## config.mk

```make
export PLATFORM = sky130hd
export DESIGN_NAME = mem_bus_arbiter
export DESIGN_NICKNAME = d
export VERILOG_FILES = /design/src/rtl/mem_bus_arbiter.sv
export SDC_FILE = /design/constraint.sdc
export NUM_CORES = 1
export LEC_CHECK = 0
export ABC_AREA = 1
export CAP_MARGIN = 10
export CORE_MARGIN = 2
export CORE_UTILIZATION = 38
export CTS_CLUSTER_SIZE = 12
export DETAILED_ROUTE_END_ITERATION = 8
export GPL_ROUTABILITY_DRIVEN = 0
export PLACE_DENSITY = 0.77
export SKIP_CTS_REPAIR_TIMING = 1
export SLEW_MARGIN = 10
export SYNTH_ARGS = -nofsm -noshare
export SYNTH_HDL_FRONTEND = slang
export SYNTH_SLANG_ARGS = --single-unit
```

## constraint.sdc

```tcl
create_clock -name clk -period 1.4 [get_ports clk]
set_input_delay 0.14 -clock clk [delete_from_list [all_inputs] [get_ports clk]]
set_output_delay 0.14 -clock clk [all_outputs]
set_load 0.01 [all_outputs]
```

## src/rtl/mem_bus_arbiter.sv

```systemverilog
// mem_bus_arbiter: round-robin arbiter sharing the RV32I core's single memory port between fetch and load/store.
// Define MEM_ARB_PERF_CNT_EN to add grant and wait-cycle performance counters.
module mem_bus_arbiter #(
  parameter int ADDR_W         = 32,
  parameter int DATA_W         = 32,
  parameter int TIMEOUT_CYCLES = 64
) (
  input  logic              clk,
  input  logic              rst,
  input  logic              if_req,
  input  logic [ADDR_W-1:0] if_addr,
  input  logic              d_req,
  input  logic [ADDR_W-1:0] d_addr,
  input  logic              d_wren,
  input  logic [3:0]        d_be,
  input  logic [DATA_W-1:0] d_wdata,
  output logic              if_done,
  output logic              d_done,
  output logic [DATA_W-1:0] rsp_rdata,
  output logic              rsp_err,
  output logic              mem_req,
  output logic [ADDR_W-1:0] mem_addr,
  output logic              mem_wren,
  output logic [3:0]        mem_be,
  output logic [DATA_W-1:0] mem_wdata,
  input  logic [DATA_W-1:0] mem_rdata,
  input  logic              mem_ack
`ifdef MEM_ARB_PERF_CNT_EN
  ,
  output logic [31:0]       perf_if_grants,
  output logic [31:0]       perf_d_grants,
  output logic [31:0]       perf_wait_cycles
`endif
);

  typedef enum logic [1:0] {S_IDLE = 2'd0, S_ACCESS = 2'd1, S_RESP = 2'd2} state_t;

  localparam logic OWN_IF = 1'b0;
  localparam logic OWN_D  = 1'b1;
  localparam int   CNT_W  = (TIMEOUT_CYCLES > 0) ? $clog2(TIMEOUT_CYCLES + 1) : 1;
  localparam logic [CNT_W-1:0] CNT_LAST = (TIMEOUT_CYCLES > 0) ? CNT_W'(TIMEOUT_CYCLES - 1) : {CNT_W{1'b0}};
  localparam logic [CNT_W-1:0] CNT_MAX  = {CNT_W{1'b1}};

  state_t            state_q, state_d;
  logic              owner_q, owner_d;
  logic              last_q, last_d;
  logic [CNT_W-1:0]  cnt_q, cnt_d;
  logic              mem_req_q, mem_req_d;
  logic [ADDR_W-1:0] mem_addr_q, mem_addr_d;
  logic              mem_wren_q, mem_wren_d;
  logic [3:0]        mem_be_q, mem_be_d;
  logic [DATA_W-1:0] mem_wdata_q, mem_wdata_d;
  logic [DATA_W-1:0] rsp_rdata_q, rsp_rdata_d;
  logic              rsp_err_q, rsp_err_d;
  logic              if_done_q, if_done_d;
  logic              d_done_q, d_done_d;

  logic grant_if_s, grant_d_s, timeout_s;

  // On contention the requester that was not granted last wins.
  assign grant_if_s = if_req && (!d_req || (last_q == OWN_D));
  assign grant_d_s  = d_req && (!if_req || (last_q == OWN_IF));
  assign timeout_s  = (TIMEOUT_CYCLES != 0) && (cnt_q == CNT_LAST);

  // State and datapath registers with synchronous reset.
  always_ff @(posedge clk) begin
    if (rst) begin
      state_q     <= S_IDLE;
      owner_q     <= OWN_IF;
      last_q      <= OWN_D;
      cnt_q       <= {CNT_W{1'b0}};
      mem_req_q   <= 1'b0;
      mem_addr_q  <= {ADDR_W{1'b0}};
      mem_wren_q  <= 1'b0;
      mem_be_q    <= 4'h0;
      mem_wdata_q <= {DATA_W{1'b0}};
      rsp_rdata_q <= {DATA_W{1'b0}};
      rsp_err_q   <= 1'b0;
      if_done_q   <= 1'b0;
      d_done_q    <= 1'b0;
    end else begin
      state_q     <= state_d;
      owner_q     <= owner_d;
      last_q      <= last_d;
      cnt_q       <= cnt_d;
      mem_req_q   <= mem_req_d;
      mem_addr_q  <= mem_addr_d;
      mem_wren_q  <= mem_wren_d;
      mem_be_q    <= mem_be_d;
      mem_wdata_q <= mem_wdata_d;
      rsp_rdata_q <= rsp_rdata_d;
      rsp_err_q   <= rsp_err_d;
      if_done_q   <= if_done_d;
      d_done_q    <= d_done_d;
    end
  end

  // Next-state logic; requests are only considered in IDLE.
  always_comb begin
    state_d = state_q;
    case (state_q)
      S_IDLE:   state_d = (grant_if_s || grant_d_s) ? S_ACCESS : S_IDLE;
      S_ACCESS: state_d = (mem_ack || timeout_s) ? S_RESP : S_ACCESS;
      S_RESP:   state_d = S_IDLE;
      default:  state_d = S_IDLE;
    endcase
  end

  // Output and datapath next values.
  always_comb begin
    owner_d     = owner_q;
    last_d      = last_q;
    cnt_d       = {CNT_W{1'b0}};
    mem_addr_d  = mem_addr_q;
    mem_wren_d  = mem_wren_q;
    mem_be_d    = mem_be_q;
    mem_wdata_d = mem_wdata_q;
    rsp_rdata_d = rsp_rdata_q;
    rsp_err_d   = rsp_err_q;
    case (state_q)
      S_IDLE: begin
        if (grant_if_s) begin
          owner_d     = OWN_IF;
          last_d      = OWN_IF;
          mem_addr_d  = if_addr;
          mem_wren_d  = 1'b0;
          mem_be_d    = 4'hF;
          mem_wdata_d = {DATA_W{1'b0}};
        end else if (grant_d_s) begin
          owner_d     = OWN_D;
          last_d      = OWN_D;
          mem_addr_d  = d_addr;
          mem_wren_d  = d_wren;
          mem_be_d    = d_be;
          mem_wdata_d = d_wdata;
        end else begin
          owner_d = owner_q;
        end
      end
      S_ACCESS: begin
        // Ack beats a coincident timeout; the counter saturates rather than wraps.
        if (mem_ack) begin
          rsp_rdata_d = mem_wren_q ? {DATA_W{1'b0}} : mem_rdata;
          rsp_err_d   = 1'b0;
        end else if (timeout_s) begin
          rsp_rdata_d = {DATA_W{1'b0}};
          rsp_err_d   = 1'b1;
        end else begin
          cnt_d = (cnt_q != CNT_MAX) ? (cnt_q + CNT_W'(1)) : cnt_q;
        end
      end
      default: begin
        owner_d = owner_q;
      end
    endcase
    mem_req_d = (state_d == S_ACCESS);
    if_done_d = (state_d == S_RESP) && (owner_d == OWN_IF);
    d_done_d  = (state_d == S_RESP) && (owner_d == OWN_D);
  end

  assign if_done   = if_done_q;
  assign d_done    = d_done_q;
  assign rsp_rdata = rsp_rdata_q;
  assign rsp_err   = rsp_err_q;
  assign mem_req   = mem_req_q;
  assign mem_addr  = mem_addr_q;
  assign mem_wren  = mem_wren_q;
  assign mem_be    = mem_be_q;
  assign mem_wdata = mem_wdata_q;

`ifdef MEM_ARB_PERF_CNT_EN
  logic [31:0] perf_if_grants_q, perf_if_grants_d;
  logic [31:0] perf_d_grants_q, perf_d_grants_d;
  logic [31:0] perf_wait_cycles_q, perf_wait_cycles_d;
  logic        if_wait_s, d_wait_s;

  // A request waits when it loses arbitration in IDLE or another owner holds the bus.
  assign if_wait_s = if_req && (((state_q == S_IDLE) && !grant_if_s) ||
                                ((state_q != S_IDLE) && (owner_q == OWN_D)));
  assign d_wait_s  = d_req && (((state_q == S_IDLE) && !grant_d_s) ||
                               ((state_q != S_IDLE) && (owner_q == OWN_IF)));

  // Saturating counter next values.
  always_comb begin
    perf_if_grants_d   = perf_if_grants_q;
    perf_d_grants_d    = perf_d_grants_q;
    perf_wait_cycles_d = perf_wait_cycles_q;
    if ((state_q == S_IDLE) && grant_if_s && (perf_if_grants_q != 32'hFFFF_FFFF)) begin
      perf_if_grants_d = perf_if_grants_q + 32'd1;
    end else begin
      perf_if_grants_d = perf_if_grants_q;
    end
    if ((state_q == S_IDLE) && !grant_if_s && grant_d_s && (perf_d_grants_q != 32'hFFFF_FFFF)) begin
      perf_d_grants_d = perf_d_grants_q + 32'd1;
    end else begin
      perf_d_grants_d = perf_d_grants_q;
    end
    if ((if_wait_s || d_wait_s) && (perf_wait_cycles_q != 32'hFFFF_FFFF)) begin
      perf_wait_cycles_d = perf_wait_cycles_q + 32'd1;
    end else begin
      perf_wait_cycles_d = perf_wait_cycles_q;
    end
  end

  // Performance counter registers.
  always_ff @(posedge clk) begin
    if (rst) begin
      perf_if_grants_q   <= 32'd0;
      perf_d_grants_q    <= 32'd0;
      perf_wait_cycles_q <= 32'd0;
    end else begin
      perf_if_grants_q   <= perf_if_grants_d;
      perf_d_grants_q    <= perf_d_grants_d;
      perf_wait_cycles_q <= perf_wait_cycles_d;
    end
  end

  assign perf_if_grants   = perf_if_grants_q;
  assign perf_d_grants    = perf_d_grants_q;
  assign perf_wait_cycles = perf_wait_cycles_q;
`endif

endmodule

```

==> flow_metrics.py, run 1 <==
metrics = {
    "status": {
        "status": "finished, violations left",
        "violations": "setup timing",
    },
    "cts": {
        "cts_root_buffer": "clkbuf_16",
        "h-tree-depth": 4,
        "cts_tree": "built",
        "insertion_delay_ps": 410,
        "cts.sinks": 116,
        "clkSlewWorstSetupHoldPaths_ps": 50,
        "numCtsBuffers": 17,
        "clk_path_buf_depth": 2,
    },
    "sta": {
        "rsz0062_at_grt": "true",
        "fin_tns_setup_ps": -505,
        "fmaxAchievable_mhz": 688,
        "skew_ps": 7.73,
        "layout_setup_ws_ps": -54.2,
        "slew_viol_final": 0,
        "maxSlewHeadroom": 0.765,
        "hold_violations": 0,
        "hold_ws_ps": 132,
        "tightestPinTransition_ps": 350,
        "period_share": 1.04,
        "finalCriticalPeriod_ps": 1450,
        "setup_violations": 21,
    },
    "detailed_routing": {
        "drt_pass1_iterations": 5,
        "wl_per_cell_um": 13.7,
        "dr_total_vias": 5894,
        "via_per_inst": 4.64,
        "drcViolationCount": 0,
        "drt_iter0_markers": 357,
        "ant_nets": 0,
        "wl_mm": 17.4,
    },
    "flow_run": {
        "max_cap_violations": 0,
    },
    "layout": {
        "syn_to_final_growth_pct": 72.4,
        "diodes": 0,
        "nNetsFinal": 1215,
        "utilization": 0.668,
        "drive_gt1_frac": 0.111,
        "design_area_um2": 9240,
    },
    "critical_path": {
        "cp-start-kind": "register",
        "cp.required_ps": 1710,
        "cp-end-kind": "register",
        "path_max_fanout": 8,
        "worstSetupPathType": "register to register",
        "critical_path_arrival_ps": 1760,
    },
    "grt": {
        "grt_max_degree": 38,
        "grt_usage": 0.216,
        "grt_pass1_vias": 5147,
        "antenna_found_initial": 0,
        "gr-total-overflow": 0,
        "grt_pass1_wl_mm": 25.4,
    },
    "placed_design": {
        "post_dp_cell_area_um2": 8080,
        "dp_hpwl_mm": 11.4,
        "io_buffers": 242,
    },
    "floorplanning": {
        "rows": 43,
        "initial_utilization": 0.387,
        "die_x_um": 123,
        "io_pins": 243,
        "die_h_um": 123,
        "core_um2": 13800,
        "dieArea_um2": 15100,
    },
    "synthesis": {
        "synthTopCellsByArea": "dfxtp_1 43%, nand2_1 19%, nor2_1 10%",
        "synth_common_cells": "272 x nand2_1, 144 x nor2_1, 116 x dfxtp_1",
        "synth_most_common_cell": "nand2_1",
        "syn_inst": 833,
        "syn_area_um2": 5360,
        "synth-edff-count": 0,
        "ys_seq_area_frac": 0.434,
        "yosys.cell_types.count": 29,
        "synth-async-reset-ratio": 0,
        "yosysTopAreaCell": "dfxtp_1",
        "ys.flop_type": "dfxtp_1",
        "yosysWarnings": 0,
        "syn-num-nets": 972,
        "yosysTopAreaCellShare": 0.434,
        "ys_seq_elements": 116,
        "synth.avg_cell_area_um2": 6.43,
    },
    "power": {
        "irDropWorstVdd_uv": 810,
        "p_per_area_nw_per_um2": 1140,
        "power_mw": 10.5,
        "power.static_leakage_nw": 5.71,
    },
    "min_path": {
        "hold_class": "input port to register",
    },
}
## state kept, by name (all words and copies together) (netlist names)
register   count
mem_addr      32
mem_wdata     32
rsp_rdata     32
cnt_q          7
mem_be         4
state_q        2
d_done         1
if_done        1
last_q         1
mem_req        1
mem_wren       1
owner_q        1
rsp_err        1
## routing by layer
layer / vias up / GRT usage / share of wire
met4: 0 / 0.0963 / 0.027
met1: 2609 / 0.261 / 0.40
met5: - / 0 / 0
met2: 230 / 0.334 / 0.46
met3: 37 / 0.0901 / 0.11
li1: 3018 / - / -
## path summary, 6_finish.rpt
path                                from       endpoint  slack, ps  cells after the start
worst max-delay path            cnt_q[1]  rsp_rdata[28]        -50                      9
worst min-delay path                 rst        mem_req        130                      2
worst max register to register  cnt_q[1]  rsp_rdata[28]        -50                      9
worst min register to register   owner_q        if_done        420                      1
## metrics by stage
stage               worst slack, ps  cells
finish                        -54.2   1269
detailed placement             -120   1231
global route                   -152   1269
floorplan                      23.2    833
global placement              -90.6   1231
CTS                            -111   1263
## report_power, final
group	internal [mW]	total [mW]	switching [mW]
Clock	2.94	4.45	1.51
Combinational	1.19	2.38	1.19
Sequential	3.57	3.69	0.127
## cells by family (layout without fill, tap and decap cells)
family / after synthesis / count (layout) / synth area share
compound gates: 48 / 48 / 0.0458
xor+xnor: 3 / 3 / 0.00491
fa+ha+maj: 1 / 1 / 0.00234
buf+inv: 164 / 420 / 0.128
flops: 116 / 116 / 0.434
simple gates: 501 / 501 / 0.386
## critical path, stage by stage, from the launching register on
cell       delay [ps]
dfxtp_2           350
ha_4              150
nand2_2            50
nor2_1            100
nand2_1            90
nand2_2           150
nand2_4           130
clkbuf_16         210
nand2_2            70
nand2_1            50
## final cells by class
cell class	instances	area [um^2]
Clock inverter	8	124
Timing Repair Buffer	275	3130
Multi-Input combinational cell	553	2530
Clock buffer	24	482
Sequential cell	116	2320
Inverter	113	424
Tap cell	180	225
Fill cell	1146	4590
## placed cells by master (no fill, tap or decap), types with 3 or more instances in the layout
| cell | n |
|---|---|
| nand2_2 | 34 |
| clkbuf_8 | 3 |
| nor2_1 | 144 |
| nand3_1 | 38 |
| inv_1 | 107 |
| nand4_1 | 33 |
| clkdlybuf4s50_1 | 136 |
| inv_2 | 5 |
| dfxtp_1 | 114 |
| a21oi_1 | 39 |
| buf_12 | 11 |
| o21ai_0 | 4 |
| nand2_1 | 232 |
| nand2_4 | 11 |
| bufinv_16 | 3 |
| dlymetal6s2s_1 | 105 |
| clkbuf_16 | 20 |
| buf_4 | 17 |
| clkbuf_1 | 4 |
Power figures use the tool's default switching activity.
==> inputs of run 2 (changes only) <==
- CORE_UTILIZATION: 38 -> 40
- PLACE_DENSITY: 0.77 -> 0.78
- clock period: 1.4 -> 1.5 ns (I/O delays scaled with it)
==> run 2 against run 1 <==
The flow now finishes without violations. Clock-buffer cell count down 5. Register-to-register slack better by 180 ps. Sequential share of layout area up 1.2 points. Hold slack worse by 10 ps. Via count down 1.7%. Sequential power down 6.5%. Setup slack better by 79 ps. Clock power down 11%.
==> flow_metrics.py, run 2 (synthesized netlist as in run 1, its figures left out) <==
metrics = {
    "status": {
        "status": "completed",
    },
    "critical_path": {
        "max_stage_delay_ps": 590,
        "path_max_fanout": 2,
        "cpMaxStageDelayCell": "clkdlybuf4s50_1",
        "path_delay_family": "buffers and inverters",
        "cp_cell_sequence": "clkdlybuf4s50_1",
        "cp-start-kind": "register",
        "critical_path_arrival_ps": 1320,
        "cp_num_buf_inv": 1,
        "cp.required_ps": 1350,
        "ff2ff_setup_slack_ps": 130,
        "cp-end-kind": "primary output",
        "worstSetupPathType": "register to primary output",
    },
    "sta": {
        "tightestPinTransition_ps": 343,
        "setup_violations": 0,
        "slew_viol_final": 0,
        "skew_ps": 9.34,
        "fmaxAchievable_mhz": 678,
        "period_share": 0.983,
        "finalCriticalPeriod_ps": 1470,
        "layout_setup_ws_ps": 25.1,
        "maxSlewHeadroom": 0.769,
        "hold_violations": 0,
    },
    "grt": {
        "grt_usage": 0.231,
        "grt_max_degree": 44,
        "grt_pass1_vias": 5365,
        "antenna_found_initial": 1,
        "gr-total-overflow": 0,
        "grt_pass1_wl_mm": 26.5,
    },
    "placed_design": {
        "post_dp_cell_area_um2": 8180,
        "pre_cts_slack_ps": -40.0,
        "dp_hpwl_mm": 11.5,
        "io_buffers": 242,
    },
    "layout": {
        "ff_latch_area_um2": 2320,
        "drive_gt1_frac": 0.0778,
        "multi_input_area_um2": 2360,
        "nNetsFinal": 1218,
        "diodes": 0,
        "design_area_um2": 8810,
        "final_common_cell": "nand2_1",
        "utilization": 0.671,
        "layout_common_cells": "272 x nand2_1, 230 x clkdlybuf4s50_1, 144 x nor2_1",
        "syn_to_final_growth_pct": 64.5,
        "fill_cells": 1169,
    },
    "detailed_routing": {
        "drt_pass1_iterations": 5,
        "ant_nets": 0,
        "dr_total_vias": 5795,
        "drcViolationCount": 0,
        "wl_per_cell_um": 12.9,
        "via_per_inst": 4.57,
        "drt_iter0_markers": 350,
        "wl_mm": 16.3,
    },
    "power": {
        "power_mw": 9.63,
        "p_sw_frac": 0.272,
        "p_clk_frac": 0.411,
        "sequentialPowerShare": 0.358,
        "p_int_mw": 7.00,
        "switchingPower_mw": 2.62,
        "irDropWorstVdd_uv": 709,
        "pwr-share-comb": 0.231,
        "p_per_area_nw_per_um2": 1090,
        "power.static_leakage_nw": 4.10,
    },
    "floorplanning": {
        "rows": 42,
        "die_x_um": 120,
        "dieArea_um2": 14300,
        "initial_utilization": 0.408,
        "die_h_um": 120,
        "core_um2": 13100,
        "io_pins": 243,
    },
    "cts": {
        "clkSlewWorstSetupHoldPaths_ps": 50,
        "cts_root_buffer": "clkbuf_16",
        "numCtsBuffers": 17,
        "insertion_delay_ps": 410,
        "h-tree-depth": 4,
        "cts.sinks": 116,
        "cts_tree": "built",
        "clk_path_buf_depth": 2,
    },
    "min_path": {
        "hold_class": "input port to register",
    },
    "flow_run": {
        "max_cap_violations": 0,
    },
}
## run 2: per-layer routing
| layer | vias up | share of wire | track usage |
|---|---|---|---|
| li1 | 3016 | - | - |
| met4 | 2 | 0.014 | 0.0779 |
| met3 | 19 | 0.096 | 0.0841 |
| met5 | - | 0.00080 | 0 |
| met2 | 230 | 0.46 | 0.374 |
| met1 | 2528 | 0.43 | 0.284 |
## run 2: power groups by stage
stage | Clock [mW] | Sequential [mW] | Combinational (mW)
finish | 3.95 | 3.45 | 2.23
global route | 4.13 | 3.48 | 2.44
CTS | 4.01 | 3.45 | 2.24
detailed placement | 0 | 3.52 | 2.22
global placement | 0 | 3.51 | 2.21
floorplan | 0 | 3.61 | 0.929
## run 2: final cells by class
type | count | share of cell area
Clock inverter | 13 | 0.0151
Timing Repair Buffer | 278 | 0.329
Clock buffer | 19 | 0.0514
Inverter | 113 | 0.0481
Sequential cell | 116 | 0.264
Multi-Input combinational cell | 553 | 0.267
Tap cell | 176 | 0.0250
## run 2: final timing paths
kind	cells past startpoint	end	start
setup / recovery	1	mem_be[2]	mem_be[2]
hold / removal	2	owner_q	rst
setup reg to reg	9	rsp_rdata[31]	cnt_q[1]
hold reg to reg	1	if_done	owner_q
## run 2: through the flow
stage | std cells | setup TNS, ps | hold WS, ps
detailed placement | 1234 | -390 | 421
global placement | 1234 | -40.0 | 414
floorplan | 833 | 0 | 227
finish | 1268 | 0 | 122
global route | 1268 | -34.4 | 134
CTS | 1266 | -51.2 | 109
